`src/rtl/fib_bcd_pkg.sv`:
```
// fib_bcd_pkg: FSM state type, BCD width helper and digit-count limits for fib_bcd_gen
package fib_bcd_pkg;

    typedef enum logic [2:0] {S_IDLE, S_CONV_IN, S_FIB, S_CONV_OUT, S_DONE} t_fib_state;

    localparam int IN_DIGITS_MIN  = 1;
    localparam int IN_DIGITS_MAX  = 3;
    localparam int OUT_DIGITS_MIN = 1;
    localparam int OUT_DIGITS_MAX = 9;

    function automatic int bcd_bin_w(input int d);
        return $clog2(10 ** d);
    endfunction

endpackage

```
`src/rtl/bin2bcd_seq.sv`:
```
// bin2bcd_seq: serial double-dabble, one bit per cycle, W cycles after start
module bin2bcd_seq
    import fib_bcd_pkg::*;
#(
    parameter int W      = 14,
    parameter int DIGITS = 4
) (
    input  logic                  i_clk,
    input  logic                  i_rst_n,
    input  logic                  start,
    input  logic                  clr,
    input  logic [W-1:0]          bin,
    output logic                  done,
    output logic [4*DIGITS-1:0]   bcd
);

    localparam int CW = $clog2(W + 1);

    logic [W-1:0]        sr;
    logic [4*DIGITS-1:0] dig;
    logic [4*DIGITS-1:0] adj;
    logic [CW-1:0]       left;

    always_comb begin
        adj = dig;
        for (int i = 0; i < DIGITS; i++)
            adj[4*i +: 4] = dig[4*i +: 4] >= 4'd5 ? dig[4*i +: 4] + 4'd3 : dig[4*i +: 4];
    end

    // bcd is the digit vector after the current step, so it is final while done is high
    assign bcd  = (adj << 1) | (4*DIGITS)'(sr[W-1]);
    assign done = left == CW'(1);

    always_ff @(posedge i_clk or negedge i_rst_n) begin
        if (!i_rst_n) begin
            sr   <= '0;
            dig  <= '0;
            left <= '0;
        end else if (clr) begin
            left <= '0;
        end else if (start) begin
            sr   <= bin;
            dig  <= '0;
            left <= CW'(W);
        end else if (left != '0) begin
            sr   <= sr << 1;
            dig  <= bcd;
            left <= left - CW'(1);
        end
    end

endmodule

```
`src/rtl/fib_bcd_gen.sv`:
```
// fib_bcd_gen: BCD index in, saturated BCD Fibonacci out; FIB_BCD_CHECK_EN adds illegal-nibble rejection
module fib_bcd_gen
    import fib_bcd_pkg::*;
#(
    parameter int IN_DIGITS  = 2,
    parameter int OUT_DIGITS = 4
) (
    input  logic                    i_clk,
    input  logic                    i_rst_n,
    input  logic                    i_start,
    input  logic                    i_abort,
    input  logic [4*IN_DIGITS-1:0]  i_amt_bcd,
    output logic                    o_ready,
    output logic                    o_done,
    output logic                    o_ovf,
    output logic                    o_err,
    output logic [4*OUT_DIGITS-1:0] o_result_bcd
);

    localparam int IN_W  = bcd_bin_w(IN_DIGITS);
    localparam int OUT_W = bcd_bin_w(OUT_DIGITS);
    localparam int AMT_W = 4 * IN_DIGITS;
    localparam int DC_W  = $clog2(IN_DIGITS + 1);
    localparam logic [OUT_W:0] MAX = (OUT_W + 1)'(10 ** OUT_DIGITS - 1);

    if (IN_DIGITS < IN_DIGITS_MIN || IN_DIGITS > IN_DIGITS_MAX ||
        OUT_DIGITS < OUT_DIGITS_MIN || OUT_DIGITS > OUT_DIGITS_MAX) begin : g_bad_param
        $error("fib_bcd_gen: digit parameters out of range");
    end

    t_fib_state               state, state_nx;
    logic [AMT_W-1:0]         amt_q;
    logic [IN_W-1:0]          cnt;
    logic [DC_W-1:0]          dcnt;
    logic [OUT_W-1:0]         a;
    logic [OUT_W:0]           b;
    logic                     ovf_q;
    logic                     accept, bad, fib_end, bcd_start, bcd_done, to_done;
    logic [OUT_W-1:0]         fib_val;
    logic [4*OUT_DIGITS-1:0]  bcd;

    assign accept    = state == S_IDLE && i_start;
    assign fib_end   = state == S_FIB && (cnt == '0 || b > MAX);
    assign fib_val   = cnt == '0 ? a : MAX[OUT_W-1:0];
    assign bcd_start = fib_end && !i_abort;
    assign to_done   = state == S_CONV_OUT && bcd_done && !i_abort;
    assign o_ready   = state == S_IDLE;
    assign o_done    = state == S_DONE;

    always_ff @(posedge i_clk or negedge i_rst_n) begin
        if (!i_rst_n) state <= S_IDLE;
        else          state <= state_nx;
    end

    always_comb begin
        state_nx = state;
        unique case (state)
            S_IDLE:     state_nx = accept ? (bad ? S_DONE : S_CONV_IN) : S_IDLE;
            S_CONV_IN:  state_nx = i_abort ? S_IDLE : dcnt == DC_W'(IN_DIGITS - 1) ? S_FIB : S_CONV_IN;
            S_FIB:      state_nx = i_abort ? S_IDLE : fib_end ? S_CONV_OUT : S_FIB;
            S_CONV_OUT: state_nx = i_abort ? S_IDLE : bcd_done ? S_DONE : S_CONV_OUT;
            default:    state_nx = S_IDLE;
        endcase
    end

    // cnt doubles as the BCD-to-binary accumulator and then the Fibonacci step counter
    always_ff @(posedge i_clk or negedge i_rst_n) begin
        if (!i_rst_n) begin
            amt_q        <= '0;
            cnt          <= '0;
            dcnt         <= '0;
            a            <= '0;
            b            <= '0;
            ovf_q        <= 1'b0;
            o_ovf        <= 1'b0;
            o_result_bcd <= '0;
        end else begin
            if (accept) begin
                amt_q <= i_amt_bcd;
                cnt   <= '0;
                dcnt  <= '0;
                a     <= '0;
                b     <= (OUT_W + 1)'(1);
            end
            if (state == S_CONV_IN) begin
                amt_q <= amt_q << 4;
                cnt   <= cnt * IN_W'(10) + IN_W'(amt_q[AMT_W-1 -: 4]);
                dcnt  <= dcnt + DC_W'(1);
            end
            if (state == S_FIB) begin
                if (fib_end) begin
                    ovf_q <= cnt != '0;
                end else begin
                    a   <= b[OUT_W-1:0];
                    b   <= {1'b0, a} + b;
                    cnt <= cnt - IN_W'(1);
                end
            end
            if (to_done) begin
                o_result_bcd <= bcd;
                o_ovf        <= ovf_q;
            end else if (accept && bad) begin
                o_result_bcd <= '0;
                o_ovf        <= 1'b0;
            end
        end
    end

    bin2bcd_seq #(.W(OUT_W), .DIGITS(OUT_DIGITS)) u_b2b (
        .i_clk   (i_clk),
        .i_rst_n (i_rst_n),
        .start   (bcd_start),
        .clr     (i_abort),
        .bin     (fib_val),
        .done    (bcd_done),
        .bcd     (bcd)
    );

`ifdef FIB_BCD_CHECK_EN
    logic err_q;

    always_comb begin
        bad = 1'b0;
        for (int i = 0; i < IN_DIGITS; i++)
            bad = bad | (i_amt_bcd[4*i +: 4] > 4'd9);
    end

    always_ff @(posedge i_clk or negedge i_rst_n) begin
        if (!i_rst_n)            err_q <= 1'b0;
        else if (accept && bad)  err_q <= 1'b1;
        else if (to_done)        err_q <= 1'b0;
    end

    assign o_err = err_q;
`else
    assign bad   = 1'b0;
    assign o_err = 1'b0;
`endif

endmodule
```
`config.mk`:
```
export PLATFORM = sky130hd
export DESIGN_NAME = fib_bcd_gen
export DESIGN_NICKNAME = d
export VERILOG_FILES = /design/src/rtl/fib_bcd_pkg.sv /design/src/rtl/bin2bcd_seq.sv /design/src/rtl/fib_bcd_gen.sv
export SDC_FILE = /design/constraint.sdc
export NUM_CORES = 1
export LEC_CHECK = 0
export ABC_AREA = 1
export BUFFER_PORTS_ARGS = -buffer_cell sky130_fd_sc_hd__buf_2
export CAP_MARGIN = 10
export CORE_MARGIN = 2
export CORE_UTILIZATION = 55
export CTS_BUF_LIST = sky130_fd_sc_hd__clkbuf_4 sky130_fd_sc_hd__clkbuf_8 sky130_fd_sc_hd__clkbuf_16
export DETAILED_ROUTE_END_ITERATION = 10
export PLACE_DENSITY = 0.77
export SYNTH_ARGS = -nofsm -noshare
export SYNTH_HDL_FRONTEND = slang
export SYNTH_SLANG_ARGS = --single-unit
```
`constraint.sdc`:
```
create_clock -name i_clk -period 2.5 [get_ports i_clk]
set_input_delay 0.125 -clock i_clk [delete_from_list [all_inputs] [get_ports i_clk]]
set_output_delay 0.125 -clock i_clk [all_outputs]
set_load 0.03 [all_outputs]
```
# Word-level counts from Yosys, hierarchy flattened
# Index checks and enable logic that the tools add are counted.
# Widths: inputs -> output; s select.
[word_totals]
reg_bits = 101
[op_classes]
addsub = 9
multipliers = 1
magnitude_cmp = 5
n_eq_ne = 6
mux = 34
bitwise = 2
n_reduce_logical = 16
[op_table]
columns = ["op", "n"]
rows = [
  ["$mux 14", 6],
  ["$mux 15", 3],
  ["$mux 16", 2],
  ["$mux 7", 4],
  ["$mux 4", 6],
  ["$ge 4x3->1 const B", 4],
  ["$mux 8", 2],
  ["$or 16x1->16", 1],
  ["$add 14x15->15", 1],
  ["$gt 15x14->1 const B", 1],
  ["$add 4x2->4 const B", 3],
  ["$pmux 3 s4", 1],
  ["$mux 2", 5],
  ["$mux 3", 3],
  ["$add 7x4->7", 1],
  ["$logic_not 7->1", 1],
  ["$mul 7x3->6 const B", 1],
  ["$reduce_bool 7->1", 1],
  ["$sub 7x1->7 const B", 1],
  ["$eq 3x2->1 const B", 2],
  ["$logic_and 1x1->1", 5],
  ["$eq 4x1->1 const B", 1],
  ["$reduce_and 2->1", 2],
  ["$reduce_bool 2->1", 2],
  ["other kinds (13)", 14],
]

# Logic depth before layout (Yosys ltp)
# Gate-level depths: netlist of run 1.
[depth]
word_depth = 6
depth_mapped = 12
ltp_nobuf = 12

# Modules after synthesis
# Synthesis of run 1 repeated with hierarchy kept, for this count alone.
[hier_totals]
hier_cells = 843
hier_area_um2 = 6239.7
[modules_own_cells]
columns = ["module", "n_inst", "cells_per_inst", "area_per_inst_um2", "seq_area_each_um2"]
rows = [
  ["fib_bcd_gen", 1, 580, 4216.5, 1676.6],
  ["bin2bcd_seq", 1, 263, 2023.2, 850.8],
]

# Worst setup path before layout of run 1
# No wires, ideal clock.
[synth_path]
kind = "flip-flop to flip-flop"
startpoint = "register cnt[3]"
endpoint = "register cnt[6]"
setup_ns = 0.113
arrival_ns = 1.945
setup_slack_ns = 0.442
path_stages_with_launch = 13
n_path_buf = 0
path_cell_list = "dfrtp_1 > ha_1 > ha_1 > inv_1 > fa_1 > nor2_1 > nand4_1 > nand2_1 > nand2_1 > nand3_1 > nand3_1 > nand2_1 > inv_1"
[synth_between]
elab_chain_len = 5
[synth_lines]
columns = ["element", "line_no", "source"]
rows = [
  ["from (decl)", "fib_bcd_gen.sv:33", "logic [IN_W-1:0] cnt;"],
  ["from (signal assigned)", "fib_bcd_gen.sv:87", "cnt <= cnt * IN_W'(10) + IN_W'(amt_q[AMT_W-1 -: 4]);"],
  ["from (signal assigned)", "fib_bcd_gen.sv:96", "cnt <= cnt - IN_W'(1);"],
  ["$mul 7x3->6 / $logic_not 7->1 (equally long branches)", "fib_bcd_gen.sv:87, fib_bcd_gen.sv:43", ""],
  ["$add 7x4->7 / $logic_or 1x1->1 (equally long branches)", "fib_bcd_gen.sv:87, fib_bcd_gen.sv:43", ""],
  ["$mux 7 / $logic_and 1x1->1 (equally long branches)", "fib_bcd_gen.sv:85, fib_bcd_gen.sv:43", ""],
  ["$mux 7", "fib_bcd_gen.sv:91", "if (fib_end) begin"],
  ["$mux 7 *", "fib_bcd_gen.sv:90", "if (state == S_FIB) begin"],
]
# Every way passes the cells marked *; elsewhere a longest branch is shown, timed or not.
# A chain may end at the register's enable or synchronous reset.

# Worst setup path in the final report of run 1
# Ends and elaborated chain as after synthesis.

==> results of run 1 <==
-- flip-flops by register name (all words and copies together), names as in the netlist --
signal	flops
u_b2b.sr	14
state	3
u_b2b.dig	16
dcnt	2
b	15
u_b2b.left	4
o_ovf	1
cnt	7
a	14
o_result_bcd	16
ovf_q	1
amt_q	8
-- power by group through the flow --
stage          registers [mW]  logic, mW  clock network (mW)
2_1_floorplan            2.62       2.49                   0
3_3_place_gp             2.51       3.24                   0
3_5_place_dp             2.55       3.39                   0
4_1_cts                  2.52       3.43                1.01
5_1_grt                  2.59       3.91                1.07
6_report                 2.52       3.44               0.980
-- final timing paths --
| kind | from | to | slack (ns) |
|---|---|---|---|
| max | cnt[3]$_DFF_PN0_ | cnt[6]$_DFF_PN0_ | 0.28 |
| min | i_rst_n | o_result_bcd[12]$_DFFE_PN0P_ | 0.29 |
| max reg2reg | cnt[3]$_DFF_PN0_ | cnt[6]$_DFF_PN0_ | 0.28 |
| min reg2reg | o_result_bcd[12]$_DFFE_PN0P_ | o_result_bcd[12]$_DFFE_PN0P_ | 0.49 |
| max in group asynchronous | i_rst_n | u_b2b.sr[3]$_DFFE_PN0P_ | 1.50 |
| min in group i_clk | i_start | state[0]$_DFF_PN0_ | 0.30 |
-- final cells by class --
| type | instances | area [sq um] |
|---|---|---|
| inverters | 101 | 379.1 |
| multi-input cells | 558 | 2994 |
| clock inverters | 4 | 23.77 |
| clock buffers | 11 | 151.4 |
| flip-flops and latches | 101 | 2527 |
| repair buffers | 49 | 357.8 |
| well taps | 140 | 175.2 |
| fillers | 936 | 4184 |
-- cell families (layout without fill, tap and decap cells) --
family,after synthesis,in the layout,synth area share
compound gates,115,115,0.1062
flops,101,101,0.4189
other cells,1,1,0.0006216
simple gates,383,383,0.2764
xor+xnor,21,21,0.03048
fa+ha+maj,38,38,0.08254
buf+inv,126,165,0.08482
-- timing repair --
action / 4_1_cts / 5_1_grt
setup endpoints to repair: 0 / 0
hold buffers: 10 / 0
hold endpoints to repair: 54 / 0
-- per-layer routing --
metal,vias to the layer above,GRT usage
li1,2583,-
met1,2480,0.3226
met2,110,0.4424
met3,20,0.03586
met4,0,0.08608
met5,-,0
-- stage by stage --
step | cell area (sq um) | total power [mW] | instances | hold WS (ns)
6_report | 6609 | 6.941 | 964 | 0.2882
5_1_grt | 6609 | 7.567 | 964 | 0.3056
4_1_cts | 6609 | 6.956 | 964 | 0.2848
3_5_place_dp | 6334 | 5.933 | 939 | 0.1732
3_3_place_gp | 6334 | 5.757 | 939 | 0.1638
2_1_floorplan | 6033 | 5.112 | 785 | -0.1706
-- layout by cell type, fill, tap and decap left out, types with 2 or more instances in the layout --
| cell | n |
|---|---|
| o21a_1 | 6 |
| dlygate4sd3_1 | 10 |
| nand2_1 | 217 |
| dfrtp_1 | 101 |
| clkinv_1 | 2 |
| or2_2 | 7 |
| xor2_1 | 16 |
| o21ai_1 | 34 |
| inv_2 | 8 |
| nand4_2 | 2 |
| fa_1 | 3 |
| o22ai_1 | 4 |
| buf_4 | 7 |
| clkinv_2 | 3 |
| nand3b_1 | 3 |
| nor2_1 | 50 |
| buf_12 | 3 |
| inv_1 | 91 |
| nor3_1 | 4 |
| buf_2 | 29 |
| xnor2_1 | 5 |
| o211ai_1 | 2 |
| nand4_1 | 5 |
| o221ai_1 | 2 |
| nand3_1 | 82 |
| ha_1 | 35 |
| clkbuf_8 | 11 |
| nor2_2 | 3 |
| a21oi_1 | 29 |
| nand2_2 | 3 |
| o21ai_0 | 30 |
| a21o_1 | 2 |
==> qor.yml, run 1 <==
power:
  combPwrFrac: 0.495
  p_sw_frac: 0.4547
  peakVddDrop_mv: 0.5920
  power_density_nw_per_um2: 1050
  p_leak_nw: 3.490
  switching_power_mw: 3.156
  clkPwrFrac: 0.141
  p_int_mw: 3.785
  p_seq_frac: 0.363
finish:
  fin_util: 0.6123
  antenna_cells: 0
  syn_to_final_growth_pct: 9.540
  layout.nets: 870
  drive_above_1_share: 0.1007
status:
  outcome: "completed"
timing:
  fin_worst_skew_ns: 0.01112
  hold_viol_final: 0
  final.setup.worst_slack_ns: 0.2779
  tightestPinTransition_ns: 0.6053
  relSlewSlack: 0.5965
  timing.final.crit_share: 0.8888
  maxSlewViolCount: 0
  setup_violations: 0
  fmax_ghz: 0.4500
  fin_tns_setup_ns: 0
  period_minus_slack_ns: 2.222
  grt_setup_unrepaired: "false"
synthesis:
  async_reset_ff_frac: 1.000
  synth_area_leaders: "dfrtp_1, nand2_1, ha_1"
  synth_common_cells: "nand2_1, dfrtp_1, inv_1"
  synth_top_area_frac: 0.4189
  synth-edff-count: 0
  synth_flop_cell: "dfrtp_1"
  yosysMostFrequentCell: "nand2_1"
  yosysUniqueCellTypes: 44
  synthCells: 785
  ys_warn_count: 0
  synth_fp_nets: 835
  syn_area_sq_um: 6033
  ys_seq_area_frac: 0.4189
  synth_top_area_cell: "dfrtp_1"
  syn_area_per_cell_sq_um: 7.686
  ys_ff_latch: 101
route:
  drt_first_iter_violations: 279
  drc: 0
  routed_wl_um: 13750
  wl_per_cell_um: 14.26
  met3_length_um: 476
  ant_nets: 0
  routed-wl-met2_um: 6903
  vias: 5193
  vias_per_cell: 5.387
  dr.pass1.iters: 5
  top_layer: "met4"
  met1Wirelength_um: 6176
grt:
  grt_max_degree: 57
  antenna_found_initial: 0
  grt_pass1_vias: 5173
  grt_pass1_wl_um: 23840
  globalRouteTotalUtil: 0.2533
  grt_overflow: 0
floorplanning:
  ios: 32
  dieArea_sq_um: 11820
  die_width_um: 108.7
  coreArea_sq_um: 10790
  rows: 38
  initial_core_util: 0.5590
  die_h_um: 108.7
cts:
  post_cts_buffers: 0
  clkTransAtPathRegs_ns: 0.10
  cts.path.max_buffers: 2
  htreeDepth: 3
  clock-sinks: 101
  cts-resized-gates: 0
  worstSkewPairLatency_ns: 0.38
  cts_root_buffer: "clkbuf_8"
  numCtsBuffers: 9
  cts_tree: "done"
worst_setup_path:
  cp-end-kind: "flip-flop"
  crit_type: "flip-flop to flip-flop"
  worstPathArrival_ns: 2.50
  slowest_delay_ns: 0.46
  cp_cell_sequence: "ha_1 -> ha_1 -> inv_1 -> fa_1 -> nor2_1 -> nand4_1 -> nand2_1 -> nand2_1 -> nand3_1 -> nand3_1 -> nand2_1 -> inv_1"
  start_kind: "flip-flop"
  path_depth: 12
  worst_path_max_delay_cell: "dfrtp_1"
  path_buf_inv: 2
  crit_top_cell: "nand2_1"
  reg2reg_depth: 12
  crit_fanout: 6
  required_ns: 2.78
  cp_top_family: "adder cells"
hold_path:
  min_path_type: "input pin to async pin"
placement:
  post-place-ws_ns: 0.2901
  io_buffers: 30
  gp_congestion: 0.8881
  dpl.hpwl_um: 9808
run:
  max_cap_violations: 0
(Power assumes the default switching activity.)
==> run 2, diff against run 1 <==
--- a/config.mk
+++ b/config.mk
@@ -6,13 +6,14 @@
 export NUM_CORES = 1
 export LEC_CHECK = 0
 export ABC_AREA = 1
-export BUFFER_PORTS_ARGS = -buffer_cell sky130_fd_sc_hd__buf_2
+export BUFFER_PORTS_ARGS = -buffer_cell sky130_fd_sc_hd__buf_4
 export CAP_MARGIN = 10
 export CORE_MARGIN = 2
 export CORE_UTILIZATION = 55
 export CTS_BUF_LIST = sky130_fd_sc_hd__clkbuf_4 sky130_fd_sc_hd__clkbuf_8 sky130_fd_sc_hd__clkbuf_16
 export DETAILED_ROUTE_END_ITERATION = 10
 export PLACE_DENSITY = 0.77
+export SETUP_SLACK_MARGIN = 0.5
 export SYNTH_ARGS = -nofsm -noshare
 export SYNTH_HDL_FRONTEND = slang
 export SYNTH_SLANG_ARGS = --single-unit
==> run 2 against run 1 <==
Net effect:
- clock skew rose by 0.0077 ns
- register-to-register slack gained 0.12 ns
- non-clock buffer count increased by 26
- worst setup slack better by 0.12 ns
- sequential share of layout area fell by 2.6 points
==> qor.yml, run 2 (same netlist as run 1, synthesis figures left out) <==
route:
  routed-wl-met2_um: 7165
  drc: 0
  met3_length_um: 594
  wl_per_cell_um: 14.39
  vias_per_cell: 5.461
  vias: 5412
  drt_first_iter_violations: 315
  routed_wl_um: 14260
  top_layer: "met4"
  dr.pass1.iters: 5
  ant_nets: 0
  met1Wirelength_um: 6285
cts:
  clock-sinks: 101
  cts.path.max_buffers: 2
  numCtsBuffers: 9
  cts_root_buffer: "clkbuf_8"
  worstSkewPairLatency_ns: 0.39
  clkTransAtPathRegs_ns: 0.10
  htreeDepth: 3
  cts_tree: "done"
grt:
  grt_max_degree: 64
  grt_overflow: 0
  globalRouteTotalUtil: 0.2444
  grt_pass1_wl_um: 22980
  antenna_found_initial: 0
  grt_pass1_vias: 5032
timing:
  hold_viol_final: 0
  fin_tns_setup_ns: 0
  period_minus_slack_ns: 2.101
  setup_violations: 0
  fin_worst_skew_ns: 0.01886
  tightestPinTransition_ns: 0.5349
  grt_setup_unrepaired: "true"
  relSlewSlack: 0.6434
  timing.final.crit_share: 0.8404
  maxSlewViolCount: 0
  fmax_ghz: 0.4760
floorplanning:
  die_width_um: 108.7
  dieArea_sq_um: 11820
  ios: 32
  initial_core_util: 0.5590
  coreArea_sq_um: 10790
  rows: 38
  die_h_um: 108.7
placement:
  place_area_sq_um: 6417
  gp_congestion: 0.8809
  dpl.hpwl_um: 9669
  io_buffers: 30
power:
  peakVddDrop_mv: 0.6739
  p_leak_nw: 3.680
  power_density_nw_per_um2: 1049
finish:
  layout_commonest_cell: "nand2_1"
  antenna_cells: 0
  multi_input_area_sq_um: 3103
  fillers: 878
  regArea_sq_um: 2529
  layout.nets: 896
  final_area_sq_um: 7091
  syn_to_final_growth_pct: 17.52
  drive_above_1_share: 0.1539
  layout_common_cells: "nand2_1, dfrtp_1, inv_1, nand3_1, buf_4"
  top_regs: "o_result_bcd (16), u_b2b.dig (16), b (15)"
hold_path:
  min_path_type: "input pin to flip-flop"
worst_setup_path:
  worstPathArrival_ns: 2.39
  cp-end-kind: "flip-flop"
  crit_type: "flip-flop to flip-flop"
  crit_fanout: 2
  required_ns: 2.79
  start_kind: "flip-flop"
run:
  max_cap_violations: 0
status:
  outcome: "completed"
run 2: path summary, 6_finish.rpt:
kind,from,endpoint,slack (ns),cells past startpoint
min in group asynchronous,i_rst_n,u_b2b.dig[15]$_DFFE_PN0P_,0.26,2
max in group asynchronous,i_rst_n,b[10]$_DFF_PN0_,1.53,3
min,i_start,dcnt[1]$_DFFE_PN0P_,0.23,4
max reg2reg,cnt[3]$_DFF_PN0_,cnt[6]$_DFF_PN0_,0.40,12
min reg2reg,o_result_bcd[8]$_DFFE_PN0P_,o_result_bcd[8]$_DFFE_PN0P_,0.49,2
max,cnt[3]$_DFF_PN0_,cnt[6]$_DFF_PN0_,0.40,12
run 2: cell type report:
| cell class | instances | share of cell area |
|---|---|---|
| sequential | 101 | 0.3566 |
| timing repair buffer | 75 | 0.1020 |
| tap | 140 | 0.02470 |
| clock inverter | 7 | 0.006882 |
| clock buffer | 9 | 0.01747 |
| multi-input combinational | 558 | 0.4376 |
| inverter | 101 | 0.05470 |
run 2: power by group:
part | switching (mW) | internal [mW] | leakage [nW]
sequential | 0.368 | 2.15 | 1.33
clock | 0.602 | 0.366 | 0.0898
combinational | 2.40 | 1.56 | 2.26
run 2: per-layer routing:
metal  GRT usage  up-vias
met5           0        -
li1            -     2653
met3     0.03108       21
met1      0.3206     2588
met2      0.4188      150
met4     0.08333        0
run 2: through the flow:
stage / setup WS, ns / utilization / total power, mW / std cells / hold WS (ns)
floorplan: 0.4958 / - / 5.155 / 785 / -0.1706
global placement: 0.4252 / 0.5946 / 5.849 / 938 / 0.1352
detailed placement: 0.3581 / 0.5946 / 6.035 / 938 / 0.1442
CTS: 0.4475 / 0.6293 / 7.130 / 974 / 0.2061
global route: 0.2980 / 0.6570 / 8.037 / 991 / 0.2301
finish: 0.3990 / 0.6570 / 7.441 / 991 / 0.2286
run 2: critical path: stages, from the launching register on:
cell and delay [ns]:
dfrtp_2 0.44, ha_4 0.25, ha_4 0.15, inv_2 0.06, fa_2 0.45, nor2_2 0.14
nand4_1 0.13, nand2_1 0.09, nand2_1 0.05, nand3_1 0.06, nand3_1 0.07, nand2_1 0.07
inv_1 0.03
run 2: repair_timing:
item | in CTS | in global routing
setup buffers | 10 | 13
hold buffers | 10 | 0
pin swaps | 5 | 7
endpoints found under the setup margin | 50 | 55
cloned | 0 | 4
resized for setup | 4 | 24
endpoints found under the hold margin | 47 | 0
